<file path="src/rtl/axi_rw_arbiter_n.sv">
// axi_rw_arbiter_n: N-channel round-robin arbiter onto a single read/write bus.
// One transaction is in flight at a time: grant -> address phase -> wait for
// the response. Optional watchdog on the wait states is enabled by defining
// ARB_TIMEOUT_EN; without it err is tied low and the wait is unbounded.

// Per-channel return path: only the granted channel sees readies/responses.
module axi_rw_arbiter_n_lane (
    input  logic i_sel,
    input  logic i_rd_addr,
    input  logic i_wr_addr,
    input  logic i_rd_wait,
    input  logic i_wr_wait,
    input  logic i_d_read_addr_ready,
    input  logic i_d_write_addr_ready,
    input  logic i_d_read_data_valid,
    input  logic i_d_write_resp_valid,
    output logic o_read_addr_ready,
    output logic o_write_addr_ready,
    output logic o_read_data_valid,
    output logic o_write_resp_valid
);
    assign o_read_addr_ready  = i_sel & i_rd_addr & i_d_read_addr_ready;
    assign o_write_addr_ready = i_sel & i_wr_addr & i_d_write_addr_ready;
    assign o_read_data_valid  = i_sel & i_rd_wait & i_d_read_data_valid;
    assign o_write_resp_valid = i_sel & i_wr_wait & i_d_write_resp_valid;
endmodule

module axi_rw_arbiter_n #(
    parameter int NUM_CH     = 2,
    parameter int WIDTH      = 32,
    parameter int TIMEOUT    = 255,
    parameter int ADDR_WIDTH = 32,
    localparam int WORD_SIZE = WIDTH / 8
) (
    input  logic                                 clk,
    input  logic                                 rst,
    input  logic [NUM_CH-1:0][ADDR_WIDTH-1:0]    i_c_read_addr,
    input  logic [NUM_CH-1:0][ADDR_WIDTH-1:0]    i_c_write_addr,
    input  logic [NUM_CH-1:0]                    i_c_read_addr_valid,
    input  logic [NUM_CH-1:0]                    i_c_write_addr_valid,
    input  logic [NUM_CH-1:0][WIDTH-1:0]         i_c_write_data,
    input  logic [NUM_CH-1:0][WORD_SIZE-1:0]     i_c_strobe,
    input  logic [NUM_CH-1:0][1:0]               i_c_size,
    input  logic [NUM_CH-1:0]                    i_c_lu,
    output logic [NUM_CH-1:0]                    o_c_read_addr_ready,
    output logic [NUM_CH-1:0]                    o_c_write_addr_ready,
    output logic [NUM_CH-1:0]                    o_c_read_data_valid,
    output logic [NUM_CH-1:0]                    o_c_write_resp_valid,
    output logic [WIDTH-1:0]                     o_c_read_data,
    output logic [ADDR_WIDTH-1:0]                o_d_read_addr,
    output logic                                 o_d_read_addr_valid,
    input  logic                                 i_d_read_addr_ready,
    input  logic [WIDTH-1:0]                     i_d_read_data,
    input  logic                                 i_d_read_data_valid,
    output logic [ADDR_WIDTH-1:0]                o_d_write_addr,
    output logic                                 o_d_write_addr_valid,
    input  logic                                 i_d_write_addr_ready,
    output logic [WIDTH-1:0]                     o_d_write_data,
    output logic [WORD_SIZE-1:0]                 o_d_strobe,
    output logic [1:0]                           o_d_size,
    output logic                                 o_d_lu,
    input  logic                                 i_d_write_resp_valid,
    output logic [NUM_CH-1:0]                    o_err
);
    localparam int GW = (NUM_CH > 1) ? $clog2(NUM_CH) : 1;

    typedef enum logic [2:0] {IDLE, RD_ADDR, RD_WAIT, WR_ADDR, WR_WAIT} state_t;

    state_t        r_state, w_next;
    logic [GW-1:0] r_grant, r_ptr, w_sel, w_grant_inc;
    logic          w_found, w_rsp_done, w_timeout, w_wd_hit;
    logic          w_rd_addr, w_wr_addr, w_rd_wait, w_wr_wait;
    logic [NUM_CH-1:0] w_req;

    assign w_req       = i_c_read_addr_valid | i_c_write_addr_valid;
    assign w_rd_addr   = (r_state == RD_ADDR);
    assign w_wr_addr   = (r_state == WR_ADDR);
    assign w_rd_wait   = (r_state == RD_WAIT);
    assign w_wr_wait   = (r_state == WR_WAIT);
    assign w_grant_inc = (r_grant == GW'(NUM_CH - 1)) ? '0 : r_grant + GW'(1);

    // Round-robin search: first requester at or after ptr, wrapping.
    always_comb begin
        w_found = 1'b0;
        w_sel   = '0;
        for (int k = 0; k < NUM_CH; k++) begin
            if (!w_found && w_req[(int'(r_ptr) + k) % NUM_CH]) begin
                w_found = 1'b1;
                w_sel   = GW'((int'(r_ptr) + k) % NUM_CH);
            end
        end
    end

    // Next-state: reads win when the chosen channel asks for both.
    always_comb begin
        w_next     = r_state;
        w_rsp_done = 1'b0;
        w_timeout  = 1'b0;
        case (r_state)
            IDLE:    if (w_found) w_next = i_c_read_addr_valid[w_sel] ? RD_ADDR : WR_ADDR;
            RD_ADDR: if (!i_c_read_addr_valid[r_grant]) w_next = IDLE;
                     else if (i_d_read_addr_ready)      w_next = RD_WAIT;
            WR_ADDR: if (!i_c_write_addr_valid[r_grant]) w_next = IDLE;
                     else if (i_d_write_addr_ready)      w_next = WR_WAIT;
            RD_WAIT: if (i_d_read_data_valid) begin
                         w_next = IDLE; w_rsp_done = 1'b1;
                     end else if (w_wd_hit) begin
                         w_next = IDLE; w_timeout = 1'b1;
                     end
            WR_WAIT: if (i_d_write_resp_valid) begin
                         w_next = IDLE; w_rsp_done = 1'b1;
                     end else if (w_wd_hit) begin
                         w_next = IDLE; w_timeout = 1'b1;
                     end
            default: w_next = IDLE;
        endcase
    end

    // State, grant and fairness pointer; an abandoned request leaves ptr alone.
    always_ff @(posedge clk or posedge rst) begin
        if (rst) begin
            r_state <= IDLE;
            r_grant <= '0;
            r_ptr   <= '0;
        end else begin
            r_state <= w_next;
            if (r_state == IDLE && w_found) r_grant <= w_sel;
            if (w_rsp_done || w_timeout)    r_ptr   <= w_grant_inc;
        end
    end

    // Device-side mux: only the granted channel's fields, only in its address phase.
    always_comb begin
        o_d_read_addr        = '0;
        o_d_read_addr_valid  = 1'b0;
        o_d_write_addr       = '0;
        o_d_write_addr_valid = 1'b0;
        o_d_write_data       = '0;
        o_d_strobe           = '0;
        o_d_size             = '0;
        o_d_lu               = 1'b0;
        if (w_rd_addr) begin
            o_d_read_addr       = i_c_read_addr[r_grant];
            o_d_read_addr_valid = i_c_read_addr_valid[r_grant];
        end
        if (w_wr_addr) begin
            o_d_write_addr       = i_c_write_addr[r_grant];
            o_d_write_addr_valid = i_c_write_addr_valid[r_grant];
            o_d_write_data       = i_c_write_data[r_grant];
            o_d_strobe           = i_c_strobe[r_grant];
            o_d_size             = i_c_size[r_grant];
            o_d_lu               = i_c_lu[r_grant];
        end
    end

    assign o_c_read_data = i_d_read_data;

    for (genvar g = 0; g < NUM_CH; g++) begin : g_lane
        axi_rw_arbiter_n_lane u_lane (
            .i_sel                (r_grant == GW'(g)),
            .i_rd_addr            (w_rd_addr),
            .i_wr_addr            (w_wr_addr),
            .i_rd_wait            (w_rd_wait),
            .i_wr_wait            (w_wr_wait),
            .i_d_read_addr_ready  (i_d_read_addr_ready),
            .i_d_write_addr_ready (i_d_write_addr_ready),
            .i_d_read_data_valid  (i_d_read_data_valid),
            .i_d_write_resp_valid (i_d_write_resp_valid),
            .o_read_addr_ready    (o_c_read_addr_ready[g]),
            .o_write_addr_ready   (o_c_write_addr_ready[g]),
            .o_read_data_valid    (o_c_read_data_valid[g]),
            .o_write_resp_valid   (o_c_write_resp_valid[g])
        );
    end

`ifdef ARB_TIMEOUT_EN
    localparam int WDW = ($clog2(TIMEOUT + 1) > 8) ? $clog2(TIMEOUT + 1) : 8;
    logic [WDW-1:0] r_wdog;

    // Wait-cycle counter: zero on the first wait cycle, fires on the TIMEOUT-th.
    always_ff @(posedge clk or posedge rst) begin
        if (rst)                       r_wdog <= '0;
        else if (w_rd_wait || w_wr_wait) r_wdog <= r_wdog + WDW'(1);
        else                           r_wdog <= '0;
    end

    assign w_wd_hit = (r_wdog == WDW'(TIMEOUT - 1));

    // Error pulse lands on the channel that was waiting when the watchdog fired.
    always_comb begin
        o_err = '0;
        if (w_timeout) o_err[r_grant] = 1'b1;
    end
`else
    assign w_wd_hit = 1'b0;
    assign o_err    = '0;
`endif

endmodule

</file>
<file path="config.mk">
export PLATFORM = sky130hd
export DESIGN_NAME = axi_rw_arbiter_n
export DESIGN_NICKNAME = d
export VERILOG_FILES = /design/src/rtl/axi_rw_arbiter_n.sv
export SDC_FILE = /design/constraint.sdc
export NUM_CORES = 1
export LEC_CHECK = 0
export ABC_CLOCK_PERIOD_IN_PS = 2500
export CAP_MARGIN = 20
export CELL_PAD_IN_SITES_DETAIL_PLACEMENT = 2
export CELL_PAD_IN_SITES_GLOBAL_PLACEMENT = 2
export CORE_AREA = 2 2 155 157
export CTS_BUF_LIST = sky130_fd_sc_hd__clkbuf_4 sky130_fd_sc_hd__clkbuf_8 sky130_fd_sc_hd__clkbuf_16
export CTS_CLUSTER_SIZE = 30
export DETAILED_ROUTE_END_ITERATION = 16
export DIE_AREA = 0 0 157 159
export PLACE_DENSITY_LB_ADDON = 0.1
export REMOVE_ABC_BUFFERS = 1
export SYNTH_ARGS = -nofsm -noshare
export SYNTH_HDL_FRONTEND = slang
export SYNTH_SLANG_ARGS = --single-unit
</file>
<file path="constraint.sdc">
create_clock -name clk -period 2.5 [get_ports clk]
set_clock_uncertainty 0.05 [all_clocks]
set_input_delay 0.375 -clock clk [delete_from_list [all_inputs] [get_ports clk]]
set_output_delay 0.375 -clock clk [all_outputs]
set_load 0.01 [all_outputs]
</file>
==> results of run 1 <==
## cell usage in the layout (no fill, tap or decap), types with 3 or more instances in the layout
master	count
buf_12	6
dfrtp_1	4
dlygate4sd2_1	33
dlymetal6s2s_1	9
nor2_1	76
inv_1	5
buf_4	10
and3_1	3
clkdlybuf4s50_1	286
nand2_1	5
clkbuf_16	4
mux2i_1	75
a22o_1	32
## registers in the layout, indices dropped and copies added, names as in the netlist
| register | flops |
|---|---|
| r_state | 3 |
| r_ptr | 1 |
| r_grant | 1 |
## worst register-to-register path: cells and delay by family, from the launching register on
kind	cells	cell delay, ns
compound gates	3	0.72
buf+inv	2	0.34
flops	1	0.59
mux	1	0.22
## worst paths after layout
kind	start	end	slack, ns	cells past startpoint
setup reg to reg	r_grant	r_state[2]	0.48	6
setup / recovery	r_grant	o_d_write_data[24]	0.09	4
hold reg to reg	r_ptr	r_ptr	0.52	2
min in group clk	r_ptr	r_ptr	0.52	2
max in group asynchronous	rst	r_grant	1.87	2
hold / removal	rst	r_grant	0.32	2
## through the flow
| step | hold WS, ns | setup TNS [ns] | utilization, % | total power, mW | cell area, µm² |
|---|---|---|---|---|---|
| finish | 0.3166 | 0 | 24.61 | 3.967 | 5707 |
| global route | 0.3745 | 0 | 24.60 | 4.283 | 5704 |
| CTS | 0.3245 | 0 | 24.33 | 3.989 | 5643 |
| detailed placement | 0.5244 | 0 | 24.07 | 3.814 | 5582 |
| global placement | 0.5205 | 0 | 24.07 | 3.769 | 5582 |
| floorplan | 0.1035 | -140.19 | - | 1.947 | 1723 |
## routing by layer
layer  share of wire (%)  routed length, µm
met1                  39               7878
met2                  45               8952
met3                  15               2904
met4                0.61                121
met5                0.60                120
## cells by family (layout without fill, tap and decap cells)
family                 Yosys count  count (layout)  synth area share (%)
multiplexers                    75              75                 34.50
buffers and inverters           73             355                 21.85
flip-flops                       5               5                 5.750
AND/OR/NAND/NOR                100             100                 20.36
other                            1               3                0.1723
AO/OA/AOI/OAI                   43              43                 17.37
## repair_timing
item / in CTS / in global routing
gates cloned: 0 / 1
buffers inserted: 3 / 1
pin swaps: 0 / 1
resized for setup: 33 / 11
hold endpoints to repair: 0 / 0
endpoints found under the setup margin: 35 / 14
## final cells by class
class | count | area [µm²]
diodes | 1 | 2.502
clock buffers | 3 | 75.07
clock inverters | 1 | 5.005
fillers | 2636 | 17490
inverters | 5 | 18.77
multi-input cells | 220 | 1582
flip-flops and latches | 5 | 128.9
well taps | 319 | 399.1
repair buffers | 346 | 3496
## power groups by stage
stage | Clock (mW) | Sequential (mW) | Combinational (mW)
CTS | 0.269 | 0.223 | 3.50
detailed placement | 0 | 0.242 | 3.57
finish | 0.266 | 0.219 | 3.48
floorplan | 0 | 0.396 | 1.55
global placement | 0 | 0.239 | 3.53
global route | 0.277 | 0.236 | 3.77
==> impl_metrics.env, run 1 <==
export IMPL_crit_path_start_kind="flip-flop"
export IMPL_ir_worst_vdd_uv=233.5
export IMPL_postLayoutSetupSlackWorst_ns=0.09139
export IMPL_synth_cells=297
export IMPL_grtUsageMet2_pct=23.76
export IMPL_crit_path_end_kind="primary output"
export IMPL_synthTopCellsByCount="77 x nor2_1, 75 x mux2i_1, 42 x buf_4"
export IMPL_p_sw_share_pct=44.33
export IMPL_netSwitchingPower_mw=1.759
export IMPL_cts_tree="built"
export IMPL_path_buf_inv=2
export IMPL_antenna_found_initial=1
export IMPL_wl_per_cell_um=22.20
export IMPL_hp_class="primary input to async pin"
export IMPL_cp_required_ns=2.08
export IMPL_critPathMaxStageDelay_ns=0.59
export IMPL_finalSetupViolCount=0
export IMPL_critPathMaxFanout=16
export IMPL_maxSlewViolCount=0
export IMPL_cts_hold_buffers_added=0
export IMPL_cts_clk_slew_worst_paths_ns=0.04
export IMPL_maxCapViolCount=0
export IMPL_final_hold_viol_count=0
export IMPL_wirelength_um=19980
export IMPL_hpwl_um=17120
export IMPL_critical_path_class="flip-flop to primary output"
export IMPL_crit_family="buffers and inverters"
export IMPL_portBuffers=328
export IMPL_grt_met1_usage_pct=17.12
export IMPL_clock_sinks=5
export IMPL_netlist_area_um2=2176
export IMPL_p_leak_nw=2.581
export IMPL_first_pass_iters=4
export IMPL_grt_overflow_total=0
export IMPL_drc=0
export IMPL_ys_ff_latch=5
export IMPL_power_density_nw_per_um2=695.2
export IMPL_drive_gt1_share_pct=4.828
export IMPL_clk_path_buf_depth=2
export IMPL_avgViaCountPerCell=3.733
export IMPL_busiest_layer="met2"
export IMPL_cts_root_buf="clkbuf_16"
export IMPL_synthFlopType="dfrtp_1"
export IMPL_use_met3_pct=10.10
export IMPL_pwr_share_clk_pct=6.7
export IMPL_design_core_area_um2=23190
export IMPL_start_util_pct=9.382
export IMPL_worstPathArrival_ns=1.98
export IMPL_grt_pass1_wl_um=26990
export IMPL_die_x_um=157
export IMPL_track_usage_pct=14.96
export IMPL_die_area_um2=24960
export IMPL_synth_top_cell_area_share_pct=34.50
export IMPL_status="complete, no violations"
export IMPL_path_cells="buf_12 -> mux2i_1 -> nor2_1 -> clkdlybuf4s50_1"
export IMPL_final_min_clock_period_ns=2.409
export IMPL_dieHeight_um=159
export IMPL_area_delta_synth_final_pct=162.3
export IMPL_clock_latency_ns=0.23
export IMPL_rows=56
export IMPL_grt_max_degree=42
export IMPL_slowest_stage="dfrtp_4"
export IMPL_h_tree_depth=1
export IMPL_drtIter0Drc=104
export IMPL_placed_cells=890
export IMPL_ant_nets=0
export IMPL_synth_area_per_cell_um2=7.326
export IMPL_cell_internal_pwr_mw=2.209
export IMPL_rsz0062_at_grt="no"
export IMPL_ys_warnings_count=0
export IMPL_place_ws_ns=0.1637
export IMPL_synth_top_cells_by_area="mux2i_1 35%, buf_4 14%, nor2_1 13%"
export IMPL_pwr_share_seq_pct=5.5
export IMPL_synth_most_common_cell="nor2_1"
export IMPL_ys_async_sr_fraction_pct=100.0
export IMPL_max_freq_ghz=0.4152
export IMPL_synth_cell_types=34
export IMPL_via_count=3360
export IMPL_stdcell_count=900
export IMPL_routabilityCongestion=0.7899
export IMPL_ios=395
export IMPL_synth_edff_count=0
export IMPL_grt_pass1_vias=3681
export IMPL_nNetsFinal=829
export IMPL_yosysTopAreaCell="mux2i_1"
export IMPL_power_frac_comb_pct=87.8
export IMPL_fin_crit_sh_pct=96.34
export IMPL_seq_area_frac_synth_pct=5.750
export IMPL_numCtsBuffers=3
(Power assumes the default switching activity.)
==> run 2: changes to the inputs <==
--- a/config.mk
+++ b/config.mk
@@ -16,6 +16,7 @@
 export DIE_AREA = 0 0 157 159
 export PLACE_DENSITY_LB_ADDON = 0.1
 export REMOVE_ABC_BUFFERS = 1
+export SKIP_CTS_REPAIR_TIMING = 1
 export SYNTH_ARGS = -nofsm -noshare
 export SYNTH_HDL_FRONTEND = slang
 export SYNTH_SLANG_ARGS = --single-unit
==> run 2 against run 1 <==
Net effect: die area stayed put; via count is 0.12% lower; sequential share of layout area is 0.081 points lower; critical path type unchanged; worst setup slack better by 0.0039 ns; first-iteration DRC count is 6.7% lower; largest power group unchanged; sequential cell count stayed put; global-route usage hardly changed.
==> impl_metrics.env, run 2 (synthesis gave the netlist of run 1 again) <==
export IMPL_status="complete, no violations"
export IMPL_final_hold_viol_count=0
export IMPL_max_freq_ghz=0.4159
export IMPL_critPathMaxFanout=15
export IMPL_r2r_start="r_state[1]"
export IMPL_first_pass_iters=4
export IMPL_p_leak_nw=3.207
export IMPL_portBuffers=328
export IMPL_cp_required_ns=2.08
export IMPL_rsz0062_at_grt="yes"
export IMPL_maxSlewViolCount=0
export IMPL_antenna_found_initial=1
export IMPL_hpwl_um=17120
export IMPL_ios=395
export IMPL_clock_sinks=5
export IMPL_ant_nets=0
export IMPL_drc=0
export IMPL_grt_max_degree=42
export IMPL_cts_clk_slew_worst_paths_ns=0.04
export IMPL_cts_root_buf="clkbuf_16"
export IMPL_die_x_um=157
export IMPL_power_density_nw_per_um2=698.8
export IMPL_rows=56
export IMPL_dieHeight_um=159
export IMPL_design_core_area_um2=23190
export IMPL_whs_ns=0.3190
export IMPL_crit_path_start_kind="flip-flop"
export IMPL_grt_overflow_total=0
export IMPL_h_tree_depth=1
export IMPL_drive_gt1_share_pct=5.973
export IMPL_cts_tree="built"
export IMPL_clock_latency_ns=0.23
export IMPL_postLayoutSetupSlackWorst_ns=0.09530
export IMPL_finalPower_mw=4.137
export IMPL_reg_top3="r_state x3, r_grant x1, r_ptr x1"
export IMPL_finalSetupViolCount=0
export IMPL_utilization_pct=25.52
export IMPL_hp_class="primary input to async pin"
export IMPL_final_common_cell="clkdlybuf4s50_1"
export IMPL_mostFrequentLayoutCells="276 x clkdlybuf4s50_1, 76 x nor2_1, 75 x mux2i_1"
export IMPL_ir_worst_vdd_uv=233.1
export IMPL_area_delta_synth_final_pct=172.1
export IMPL_wl_per_cell_um=22.25
export IMPL_maxCapViolCount=0
export IMPL_setup_tns_ns=0
export IMPL_largest_register="r_state"
export IMPL_drtIter0Drc=97
export IMPL_start_util_pct=9.382
export IMPL_grt_pass1_wl_um=26930
export IMPL_numCtsBuffers=3
export IMPL_wirelength_um=20160
export IMPL_reg2reg_depth=8
export IMPL_place_ws_ns=0.1637
export IMPL_rr_endpoint="r_state[2]"
export IMPL_r2r_slack_ns=0.44
export IMPL_critical_path_class="flip-flop to primary output"
export IMPL_largest_reg_flops=3
export IMPL_clk_path_buf_depth=2
export IMPL_die_area_um2=24960
export IMPL_crit_path_end_kind="primary output"
export IMPL_routabilityCongestion=0.7899
export IMPL_worstPathArrival_ns=1.98
export IMPL_nNetsFinal=835
export IMPL_via_count=3356
export IMPL_grt_pass1_vias=3666
export IMPL_final_min_clock_period_ns=2.405
export IMPL_avgViaCountPerCell=3.704
export IMPL_fin_crit_sh_pct=96.19
export IMPL_track_usage_pct=14.92
run 2: changes by cell type in the layout (fill, tap and decap cells not counted), sizes merged:
cell	before	now
dlymetal6s2s	9	52
dlygate4sd2	33	0
clkdlybuf4s50	286	276
buf	17	22
clkbuf	4	5
run 2: critical path, stage by stage (launching register included):
cell and delay, ns:
dfrtp_4 0.59, buf_4 0.33, mux2i_1 0.12, nor2_1 0.10, clkdlybuf4s50_1 0.61
run 2: worst max path at each step:
| stage | slack (ns) | end | cells after the start | start |
|---|---|---|---|---|
| floorplan | -1.65 | o_d_read_addr[0] | 2 | r_grant |
| global placement | 0.20 | o_d_read_addr[24] | 5 | r_state[1] |
| detailed placement | 0.16 | o_d_read_addr[15] | 5 | r_state[1] |
| CTS | -0.08 | o_d_read_addr[15] | 5 | r_state[1] |
| global route | -0.007 | o_d_write_data[16] | 4 | r_grant |
| finish | 0.1 | o_d_write_addr[11] | 4 | r_grant |
run 2: layout make-up:
cell class                      instances  area [µm²]
Timing Repair Buffer                  352        3704
Tap cell                              319       399.1
Clock inverter                          1       5.005
Inverter                                5       18.77
Clock buffer                            3       75.07
Antenna cell                            1       2.502
Sequential cell                         5       128.9
Multi-Input combinational cell        220        1587
Fill cell                            2610       17270
run 2: power by group:
group          leakage [nW]  total (mW)  switching (mW)  internal [mW]
clock                0.0409       0.265          0.0560          0.209
combinational          3.11        3.65            1.63           2.02
sequential           0.0607       0.222          0.0962          0.126
run 2: layer usage:
layer / up-vias / GRT usage [%] / share of wire, %
li1: 1572 / - / -
met1: 1572 / 17.14 / 39
met2: 200 / 23.60 / 45
met3: 10 / 10.10 / 14
met4: 2 / 0.8757 / 0.60
met5: - / 3.770 / 0.60
run 2: through the flow:
| step | std cells | cell area, µm² |
|---|---|---|
| after floorplan | 230 | 1723 |
| after global placement | 890 | 5582 |
| after detailed placement | 890 | 5582 |
| after CTS | 894 | 5662 |
| after global routing | 905 | 5917 |
| final | 906 | 5919 |
